[src/rtl/cfg_bus_arbiter.sv]
// Round-robin arbiter sharing one configuration port between the Wishbone-side (0) and
// SPI-side (1) requesters, one transaction in flight, with a response timeout.
module cfg_bus_arbiter #(
    parameter int unsigned ADDR_W  = 4,
    parameter int unsigned DATA_W  = 32,
    parameter int unsigned TIMEOUT = 15
) (
    input  logic              clk,
    input  logic              reset,
    input  logic              req0_val,
    output logic              req0_rdy,
    input  logic              req0_we,
    input  logic [ADDR_W-1:0] req0_addr,
    input  logic [DATA_W-1:0] req0_wdata,
    output logic              resp0_val,
    input  logic              resp0_rdy,
    output logic [DATA_W-1:0] resp0_rdata,
    output logic              resp0_err,
    input  logic              req1_val,
    output logic              req1_rdy,
    input  logic              req1_we,
    input  logic [ADDR_W-1:0] req1_addr,
    input  logic [DATA_W-1:0] req1_wdata,
    output logic              resp1_val,
    input  logic              resp1_rdy,
    output logic [DATA_W-1:0] resp1_rdata,
    output logic              resp1_err,
    output logic              cfg_req_val,
    input  logic              cfg_req_rdy,
    output logic              cfg_we,
    output logic [ADDR_W-1:0] cfg_addr,
    output logic [DATA_W-1:0] cfg_wdata,
    input  logic              cfg_resp_val,
    input  logic [DATA_W-1:0] cfg_resp_rdata,
    output logic              grant_id,
    output logic              busy
);

    localparam int unsigned CntW = (TIMEOUT == 0) ? 1 : $clog2(TIMEOUT + 1);
    localparam logic [CntW-1:0] CntMax  = {CntW{1'b1}};
    // Timeout fires in the WAIT cycle where the incremented count would reach TIMEOUT.
    localparam logic [CntW-1:0] CntLast = (TIMEOUT == 0) ? '0 : CntW'(TIMEOUT - 1);

    typedef enum logic [1:0] {StIdle, StIssue, StWait, StResp} state_e;

    state_e            state_q, state_d;
    logic              ptr_q, ptr_d;
    logic              grant_q, grant_d;
    logic              we_q, we_d;
    logic [ADDR_W-1:0] addr_q, addr_d;
    logic [DATA_W-1:0] wdata_q, wdata_d;
    logic [DATA_W-1:0] rdata_q, rdata_d;
    logic              err_q, err_d;
    logic [CntW-1:0]   cnt_q, cnt_d;

    logic win_val;
    logic win_id;
    logic resp_rdy_sel;

    always_comb begin
        win_val = 1'b0;
        win_id  = ptr_q;
        if (ptr_q ? req1_val : req0_val) begin
            win_val = 1'b1;
            win_id  = ptr_q;
        end else if (ptr_q ? req0_val : req1_val) begin
            win_val = 1'b1;
            win_id  = ~ptr_q;
        end
    end

    assign resp_rdy_sel = grant_q ? resp1_rdy : resp0_rdy;

    always_ff @(posedge clk or negedge reset) begin
        if (!reset) begin
            state_q <= StIdle;
            ptr_q   <= 1'b0;
            grant_q <= 1'b0;
            we_q    <= 1'b0;
            addr_q  <= '0;
            wdata_q <= '0;
            rdata_q <= '0;
            err_q   <= 1'b0;
            cnt_q   <= '0;
        end else begin
            state_q <= state_d;
            ptr_q   <= ptr_d;
            grant_q <= grant_d;
            we_q    <= we_d;
            addr_q  <= addr_d;
            wdata_q <= wdata_d;
            rdata_q <= rdata_d;
            err_q   <= err_d;
            cnt_q   <= cnt_d;
        end
    end

    always_comb begin
        state_d = state_q;
        ptr_d   = ptr_q;
        grant_d = grant_q;
        we_d    = we_q;
        addr_d  = addr_q;
        wdata_d = wdata_q;
        rdata_d = rdata_q;
        err_d   = err_q;
        cnt_d   = cnt_q;
        unique case (state_q)
            StIdle: begin
                if (win_val) begin
                    state_d = StIssue;
                    grant_d = win_id;
                    we_d    = win_id ? req1_we    : req0_we;
                    addr_d  = win_id ? req1_addr  : req0_addr;
                    wdata_d = win_id ? req1_wdata : req0_wdata;
                end
            end
            StIssue: begin
                if (cfg_req_rdy) begin
                    state_d = StWait;
                    cnt_d   = '0;
                end
            end
            StWait: begin
                cnt_d = (cnt_q == CntMax) ? cnt_q : cnt_q + 1'b1;
                // A response in the timeout cycle wins over the timeout.
                if (cfg_resp_val) begin
                    rdata_d = we_q ? '0 : cfg_resp_rdata;
                    err_d   = 1'b0;
                    state_d = StResp;
                end else if (TIMEOUT != 0 && cnt_q == CntLast) begin
                    rdata_d = '0;
                    err_d   = 1'b1;
                    state_d = StResp;
                end
            end
            StResp: begin
                if (resp_rdy_sel) begin
                    state_d = StIdle;
                    ptr_d   = ~grant_q;
                end
            end
            default: state_d = StIdle;
        endcase
    end

    always_comb begin
        req0_rdy    = 1'b0;
        req1_rdy    = 1'b0;
        cfg_req_val = 1'b0;
        resp0_val   = 1'b0;
        resp1_val   = 1'b0;
        unique case (state_q)
            StIdle: begin
                req0_rdy = win_val & ~win_id;
                req1_rdy = win_val & win_id;
            end
            StIssue: cfg_req_val = 1'b1;
            StResp: begin
                resp0_val = ~grant_q;
                resp1_val = grant_q;
            end
            default: ;
        endcase
    end

    assign busy        = (state_q != StIdle);
    assign grant_id    = grant_q;
    assign cfg_we      = we_q;
    assign cfg_addr    = addr_q;
    assign cfg_wdata   = wdata_q;
    assign resp0_rdata = rdata_q;
    assign resp1_rdata = rdata_q;
    assign resp0_err   = err_q & resp0_val;
    assign resp1_err   = err_q & resp1_val;

endmodule

[config.mk]
export PLATFORM = sky130hd
export DESIGN_NAME = cfg_bus_arbiter
export DESIGN_NICKNAME = d
export VERILOG_FILES = /design/src/rtl/cfg_bus_arbiter.sv
export SDC_FILE = /design/constraint.sdc
export NUM_CORES = 1
export LEC_CHECK = 0
export ABC_AREA = 0
export BUFFER_PORTS_ARGS = -buffer_cell sky130_fd_sc_hd__buf_2
export CORE_MARGIN = 5
export CORE_UTILIZATION = 47
export DETAILED_ROUTE_END_ITERATION = 12
export PLACE_DENSITY = 0.86
export SKIP_LAST_GASP = 1
export SLEW_MARGIN = 20
export SYNTH_ARGS = -nofsm -noshare
export SYNTH_HDL_FRONTEND = slang
export SYNTH_SLANG_ARGS = --single-unit
[constraint.sdc]
create_clock -name clk -period 4.41 [get_ports clk]
set_input_delay 0.882 -clock clk [delete_from_list [all_inputs] [get_ports clk]]
set_output_delay 0.882 -clock clk [all_outputs]
set_load 0.1 [all_outputs]
==> impl_metrics.csv, run 1 <==
group,metric,value,unit
status,status,"finished, final reports clean",
sta,max_slew_margin,53.4,%
synth,synth_largest_area_cell,"dfrtp_1",
placed_design,gp_routability_congestion,0.806,
sta,fin_skew,15.2,ps
min_path,hp-class,"input pin to asynchronous set/reset pin",
cts,clk_pin_slew,70,ps
setup_path,cp.arrival,1890,ps
sta,final-setup-viol-count,0,
synth,avgSynthCellArea,9.45,sq um
cts,ctsResizeCount,0,
route,drtPass1Iterations,4,
global_route,grt_pass1_wl,16.2,mm
sta,fin_crit_sh,62.8,%
setup_path,r2r-start,"state_q[0]",
floorplanning,pin_count,224,
sta,slew_violations,0,
floorplanning,fp.dieW,99.4,um
sta,rsz0062_at_grt,"no",
floorplanning,row_count,32,
cts,cts_buffers,9,
setup_path,cp-end-kind,"primary output",
setup_path,r2r_setup_slack,2600,ps
cts,clk_path_buf_depth,2,
sta,clock.fmax,361,MHz
sta,tns,0,ps
cts,clock_sinks,78,
synth,yosysWarnings,0,
route,vias_per_cell,4.93,
synth,synthCells,398,
setup_path,crit_path_start_kind,"input pin",
floorplanning,die_area,9890,sq um
route,vias,3374,
global_route,antenna_found_initial,0,
final_layout,layout_commonest_cell,"buf_2",
final_layout,nNetsFinal,700,
route,ant_nets,0,
global_route,grt_pass1_vias,3395,
route,drt_iter0_markers,98,
setup_path,crit_type,"input pin to primary output",
floorplanning,core_area,7770,sq um
cts,cts_tree,"yes",
global_route,grt_overflow,0,
route,wirelength,10.4,mm
sta,final.min_clock_period,2770,ps
final_layout,area_growth,29.9,%
setup_path,r2r_cells,5,
route,wl_per_cell,15.2,um
route,drc,0,
synth,yosysTopAreaCellShare,51.9,%
setup_path,r2r_end,"cfg_wdata[2]",
setup_path,required,3530,ps
run,maxCapViolCount,0,
sta,worst_pin_slew,697,ps
cts,clk_latency,340,ps
final_layout,num_antenna_cells,0,
setup_path,path_max_fanout,4,
global_route,grt_max_degree,79,
placed_design,place_ws,1650,ps
synth,synth.area.top_cells,"dfrtp_1 52%, nand2_1 11%, mux2i_1 10%",
cts,htree_num_levels,3,
cts,post_cts_buffers,0,
placed_design,portBuffers,223,
cts,cts_hold_buf,0,
sta,hold_violations,0,
synth,synth_seq_cells,78,
synth,ys_seq_area_share,51.9,%
floorplanning,start_util,48.4,%
final_layout,layout-drive-gt1-share,42.4,%
synth,mappedNetlistArea,3760,sq um
floorplanning,fp.dieH,99.4,um
cts,root_buffer,"clkbuf_8",
sta,worst_slack,1640,ps
global_route,grt.total_usage,20.6,%
placed_design,dpl.hpwl,8.09,mm
final_layout,layout_common_cells,"222 x buf_2, 112 x nand2_1, 78 x dfrtp_1",
synth,synth_fp_nets,518,
synth,synth.distinct_cells,30,
[cell type report]
cell class,count,area (sq um)
Multi-Input combinational cell,258,1460
Timing Repair Buffer,226,1160
Inverter,7,27.5
Tap cell,102,128
Fill cell,676,2880
Clock inverter,2,10.0
Sequential cell,78,1950
Clock buffer,12,145
[per-layer routing]
metal | GRT usage, % | wire length (um)
met5 | 0 | 0
met2 | 35.6 | 5140
met3 | 7.29 | 1260
met1 | 23.6 | 3830
met4 | 7.25 | 181
[flip-flops by register name (all words and copies together) (netlist names)]
name and count:
resp0_rdata 32, cnt_q 4, ptr_q 1, grant_id 1
state_q 2, cfg_wdata 32, cfg_addr 4, cfg_we 1
err_q 1
[through the flow]
step	util [%]	instance area [sq um]	hold slack (ps)	instances
CTS	62.4	4850	484	684
global route	62.9	4880	493	685
global placement	60.4	4690	456	670
floorplan	-	3760	470	398
finish	62.9	4880	480	685
detailed placement	60.4	4690	465	670
[synth_stat cells (all sizes together)]
cell type	instances
or2	1
o21ai	78
dfrtp	78
nor3	1
a31oi	1
inv	6
buf	44
clkbuf	11
and2b	1
nand3	1
a222oi	1
ha	6
nand2b	2
nor2b	1
clkinvlp	1
nand2	112
and3	2
o31ai	1
and2	1
a21oi	2
nor2	5
mux2i	39
mux2	1
a32oi	1
a41o	1
[cell families after synthesis]
group | share of synthesized area [%]
simple gates | 13.4
compound gates | 11.8
flops | 51.9
buf+inv | 10.2
mux | 10.7
fa+ha+maj | 2.00
[worst max path at each step]
stage	to	cells after the start	startpoint	slack, ps
3_5_place_dp	req1_rdy	6	req1_val	1650
5_1_grt	req1_rdy	5	state_q[0]	1550
3_3_place_gp	req1_rdy	6	req1_val	1670
6_report	req1_rdy	6	req1_val	1640
2_1_floorplan	req1_rdy	6	req1_val	800
4_1_cts	req1_rdy	6	req1_val	1650
[critical path: stages]
cell and delay, ps:
buf_2 130, nor2_1 80, o21ai_4 140, inv_2 50
nor2_1 130, buf_2 470
Power of run 1 is left out: the tool's default activity adds up to more than one toggle a clock period on the data nets, which glitch-free logic cannot reach.
==> inputs of run 2 (changes only) <==
--- a/config.mk
+++ b/config.mk
@@ -5,12 +5,12 @@
 export SDC_FILE = /design/constraint.sdc
 export NUM_CORES = 1
 export LEC_CHECK = 0
-export ABC_AREA = 0
+export ABC_AREA = 1
 export BUFFER_PORTS_ARGS = -buffer_cell sky130_fd_sc_hd__buf_2
 export CORE_MARGIN = 5
-export CORE_UTILIZATION = 47
+export CORE_UTILIZATION = 41
 export DETAILED_ROUTE_END_ITERATION = 12
-export PLACE_DENSITY = 0.86
+export PLACE_DENSITY = 0.77
 export SKIP_LAST_GASP = 1
 export SLEW_MARGIN = 20
 export SYNTH_ARGS = -nofsm -noshare
==> constraint.sdc (replaced) <==
create_clock -name clk -period 2.4 [get_ports clk]
set_input_delay 0.48 -clock clk [delete_from_list [all_inputs] [get_ports clk]]
set_output_delay 0.48 -clock clk [all_outputs]
set_load 0.1 [all_outputs]
==> run 2 against run 1 <==
  * Global-route usage decreased by 2.2 points
  * Non-clock buffer count increased by 3
  * Hold slack got worse by 340 ps
  * Sequential cell count unchanged
  * Clock skew decreased by 2.0 ps
  * First-iteration DRC count increased to 3.4 times the previous value
  * Die area increased by 24%
  * Setup slack got worse by 1400 ps
  * Core utilization decreased by 8.7 points
  * Via count increased by 17%
  * Final cell count increased by 26%
  * Sequential share of layout area decreased by 3.3 points
  * Critical endpoint is now req0_rdy
  * Highest routed layer unchanged
==> impl_metrics.csv, run 2 <==
group,metric,value,unit
synth,yosysTopAreaCellShare,47.1,%
placed_design,place_ws,605,ps
floorplanning,pin_count,224,
synth,synth.distinct_cells,21,
synth,synth.area.top_cells,"dfrtp_1 47%, nand2_1 19%, buf_4 6.5%",
setup_path,crit_type,"flop to primary output",
sta,rsz0062_at_grt,"no",
global_route,grt_pass1_wl,18.8,mm
route,ant_nets,0,
synth,async_flop_share,100,%
status,status,"finished, final reports clean",
placed_design,gp_routability_congestion,0.880,
sta,worst_pin_slew,512,ps
route,wl_per_cell,13.3,um
floorplanning,fp.dieH,111,um
route,drc,0,
setup_path,cp-end-kind,"primary output",
final_layout,layout_commonest_cell,"buf_2",
setup_path,crit_path_start_kind,"flop",
setup_path,required,1920,ps
synth,avgSynthCellArea,7.64,sq um
cts,cts_tree,"yes",
synth,yosysWarnings,0,
synth,yosysMostFrequentCell,"nand2_1",
run,maxCapViolCount,0,
cts,ctsResizeCount,0,
cts,cts_hold_buf,0,
synth,mappedNetlistArea,4150,sq um
sta,fin_skew,13.2,ps
sta,tns,0,ps
sta,final-setup-viol-count,0,
final_layout,fillers,934,
synth,synth_commonest_cells,"207 x nand2_1, 78 x dfrtp_1, 52 x inv_1, 50 x nor2_1, 36 x buf_4",
cts,clock_sinks,78,
route,vias_per_cell,4.57,
sta,hold_violations,0,
route,wirelength,11.4,mm
global_route,grt_overflow,0,
setup_path,cp.arrival,1700,ps
route,vias,3933,
floorplanning,row_count,36,
final_layout,area_growth,28.3,%
floorplanning,die_area,12200,sq um
setup_path,path_max_fanout,4,
synth,synth_largest_area_cell,"dfrtp_1",
sta,worst_slack,217,ps
synth,synth_flop_cell,"dfrtp_1",
cts,clk_path_buf_depth,2,
placed_design,portBuffers,223,
final_layout,nNetsFinal,844,
floorplanning,core_area,9820,sq um
floorplanning,start_util,42.2,%
cts,clk_latency,350,ps
cts,htree_num_levels,3,
placed_design,dpl.hpwl,8.63,mm
global_route,grt_pass1_vias,3907,
global_route,grt.total_usage,18.4,%
cts,post_cts_buffers,0,
global_route,antenna_found_initial,0,
final_layout,num_antenna_cells,0,
route,drt_iter0_markers,332,
final_layout,layout-drive-gt1-share,36.5,%
min_path,hp-class,"input pin to asynchronous set/reset pin",
sta,clock.fmax,458,MHz
synth,ys_seq_area_share,47.1,%
sta,slew_violations,0,
global_route,grt_max_degree,79,
synth,synth_edf_count,0,
cts,root_buffer,"clkbuf_8",
sta,whs,139,ps
final_layout,final_core_util,54.2,%
route,drtPass1Iterations,4,
final_layout,layout_common_cells,"221 x buf_2, 205 x nand2_1, 78 x dfrtp_1",
sta,final.min_clock_period,2180,ps
synth,synth_seq_cells,78,
sta,max_slew_margin,66.1,%
cts,clk_pin_slew,80,ps
synth,synthCells,543,
synth,synth_fp_nets,663,
floorplanning,fp.dieW,111,um
cts,cts_buffers,9,
sta,fin_crit_sh,91.0,%
==> run 2: layer usage <==
| metal | GRT usage [%] | wire length (um) | up-vias |
|---|---|---|---|
| li1 | - | - | 1980 |
| met1 | 22.9 | 4910 | 1750 |
| met2 | 30.0 | 5310 | 187 |
| met3 | 5.69 | 1010 | 16 |
| met4 | 6.57 | 187 | 0 |
| met5 | 0 | 0 | - |
==> run 2: metrics by stage <==
stage	instances	cell area [sq um]
6_report	861	5320
5_1_grt	861	5320
2_1_floorplan	543	4170
4_1_cts	861	5320
3_3_place_gp	846	5110
3_5_place_dp	846	5110
==> run 2: final timing paths <==
check,slack [ps],end,cells after the start,start
min,140,resp0_rdata[9],2,reset
max in group asynchronous,1890,cfg_wdata[30],2,reset
max reg2reg,720,cnt_q[1],7,state_q[0]
min reg2reg,490,cfg_wdata[3],2,cfg_wdata[3]
min in group clk,340,err_q,2,cfg_resp_val
max,220,req0_rdy,5,state_q[0]
==> run 2: area by class of cell <==
class / count / area, sq um / area share, %
Inverter: 54 / 203 / 3.81
Tap cell: 133 / 166 / 3.13
Clock inverter: 6 / 87.6 / 1.65
Sequential cell: 78 / 1950 / 36.7
Clock buffer: 9 / 124 / 2.33
Multi-Input combinational cell: 352 / 1570 / 29.5
Timing Repair Buffer: 229 / 1220 / 22.9
==> run 2: worst max-delay path: stages (launching register included) <==
cell and delay [ps]:
dfrtp_1 420, inv_1 110, ha_1 210, inv_2 90, nor2_2 100, buf_2 420
==> run 2: cells by family (layout without fill, tap and decap cells) <==
kind of cell	after synthesis	in the layout	synth area share (%)
XOR/XNOR	1	1	0.211
AND/OR/NAND/NOR	270	270	25.1
AO/OA/AOI/OAI	75	75	10.0
adder cells (fa/ha/maj)	6	6	1.81
buffers and inverters	113	298	15.8
flip-flops	78	78	47.1
Power of run 2 is left out for the same reason.
==> inputs of run 3 (changes only) <==
--- a/config.mk
+++ b/config.mk
@@ -10,6 +10,7 @@
 export CORE_MARGIN = 5
 export CORE_UTILIZATION = 41
 export DETAILED_ROUTE_END_ITERATION = 12
+export GPL_TIMING_DRIVEN = 0
 export PLACE_DENSITY = 0.77
 export SKIP_LAST_GASP = 1
 export SLEW_MARGIN = 20
==> run 3 against run 2 <==
  * Non-clock buffer count increased by 55
  * Clock-buffer cell count is 3 higher
  * Highest routed layer unchanged
  * Core utilization rose by 3.6 points
  * Setup slack worse by 89 ps
  * Global-route usage up 2.1 points
  * Sequential share of layout area fell by 2.3 points
  * First-iteration DRC count down 9.9%
  * Largest cell class unchanged
==> impl_metrics.csv, run 3 (synthesis results as in run 2) <==
group,metric,value,unit
global_route,grt_pass1_vias,4244,
floorplanning,pin_count,224,
final_layout,instances_no_fill,917,
floorplanning,die_area,12200,sq um
setup_path,r2r_cells,8,
setup_path,path_max_fanout,10,
final_layout,area_growth,36.7,%
setup_path,r2r_setup_slack,750,ps
sta,fin_skew,7.94,ps
cts,cts_hold_buf,0,
setup_path,cp.arrival,1790,ps
placed_design,portBuffers,223,
sta,final.min_clock_period,2270,ps
sta,hold_violations,0,
placed_design,dpl.hpwl,10.2,mm
placed_design,place_ws,297,ps
status,status,"finished, final reports clean",
cts,clk_path_buf_depth,2,
sta,worst_pin_slew,532,ps
route,wl_per_cell,13.8,um
placed_design,dp_cells,900,
floorplanning,fp.dieW,111,um
sta,rsz0062_at_grt,"no",
final_layout,num_antenna_cells,0,
final_layout,layout_common_cells,"230 x buf_2, 207 x nand2_1, 78 x dfrtp_1",
final_layout,fillers,939,
sta,max_slew_margin,64.5,%
cts,root_buffer,"clkbuf_8",
sta,fin_crit_sh,94.6,%
floorplanning,core_area,9820,sq um
global_route,grt_use_met2,34.8,%
sta,worst_slack,128,ps
sta,clock.fmax,440,MHz
cts,clock_sinks,78,
final_layout,nNetsFinal,899,
setup_path,crit_path_start_kind,"flop",
global_route,grt.total_usage,20.5,%
global_route,grt_overflow,0,
floorplanning,row_count,36,
setup_path,required,1920,ps
sta,final-setup-viol-count,0,
floorplanning,fp.dieH,111,um
route,drtPass1Iterations,5,
setup_path,cp-end-kind,"primary output",
global_route,globalRouteMet3Util,6.46,%
route,ant_nets,0,
route,drc,0,
final_layout,layout_commonest_cell,"buf_2",
min_path,hp-class,"input pin to asynchronous set/reset pin",
global_route,top_usage_layer,"met2",
global_route,grt_max_degree,41,
final_layout,layout-drive-gt1-share,40.3,%
cts,cts_buffers,9,
sta,slew_violations,0,
cts,clk_latency,350,ps
cts,clk_pin_slew,80,ps
route,wirelength,12.7,mm
run,maxCapViolCount,0,
cts,cts_tree,"yes",
sta,tns,0,ps
route,vias,4245,
global_route,grt_pass1_wl,20.7,mm
route,vias_per_cell,4.63,
route,drt_iter0_markers,299,
floorplanning,start_util,42.2,%
global_route,grtUsageMet1,24.3,%
global_route,antenna_found_initial,0,
setup_path,r2r-start,"state_q[0]",
placed_design,gp_routability_congestion,0.881,
cts,htree_num_levels,3,
setup_path,r2r_end,"cnt_q[0]",
setup_path,crit_type,"flop to primary output",
==> run 3: changes by cell type in the layout (fill, tap and decap cells not counted), sizes merged <==
cell | before | now
buf | 229 | 281
clkbuf | 9 | 15
bufinv | 2 | 0
clkinv | 1 | 3
clkinvlp | 3 | 1
==> run 3: through the flow <==
stage,instance area [sq um],utilization [%],hold WS [ps]
after floorplan,4170,-,184
after global placement,5450,55.5,467
after detailed placement,5480,55.8,473
after CTS,5650,57.5,107
after global routing,5670,57.7,130
final,5670,57.7,111
==> run 3: timing repair <==
action | CTS | global route
resized for setup | 1 | 4
buffers inserted | 0 | 1
endpoints found under the setup margin | 1 | 1
==> run 3: critical path, cell delays in order (launching register included) <==
cell	delay [ps]
dfrtp_1	420
inv_1	110
ha_2	210
inv_2	80
nor2_4	130
inv_2	50
buf_6	140
nor2_4	120
buf_12	180
==> run 3: final cells by class <==
cell class	count	area [sq um]	area share [%]
Buffer	59	450	7.95
Clock buffer	12	145	2.56
Clock inverter	4	22.5	0.397
Inverter	54	203	3.58
Multi-Input combinational cell	352	1570	27.7
Sequential cell	78	1950	34.4
Tap cell	133	166	2.94
Timing Repair Buffer	225	1160	20.5
==> run 3: worst max-delay path by stage <==
stage | endpoint | slack [ps] | from
after floorplan | resp0_err | -240 | grant_id
after global placement | cfg_wdata[1] | 270 | reset
after detailed placement | req1_rdy | 300 | state_q[0]
after CTS | req1_rdy | 20 | state_q[0]
after global routing | req1_rdy | 10 | state_q[1]
final | req1_rdy | 130 | state_q[1]
==> run 3: layer usage <==
layer / part of all wire (%) / wire (um) / vias to the layer above
li1: - / - / 2100
met1: 41 / 5200 / 1923
met2: 48 / 6060 / 198
met3: 8.8 / 1110 / 24
met4: 2.4 / 309 / 0
met5: 0 / 0 / -
Power of run 3 is left out for the same reason.
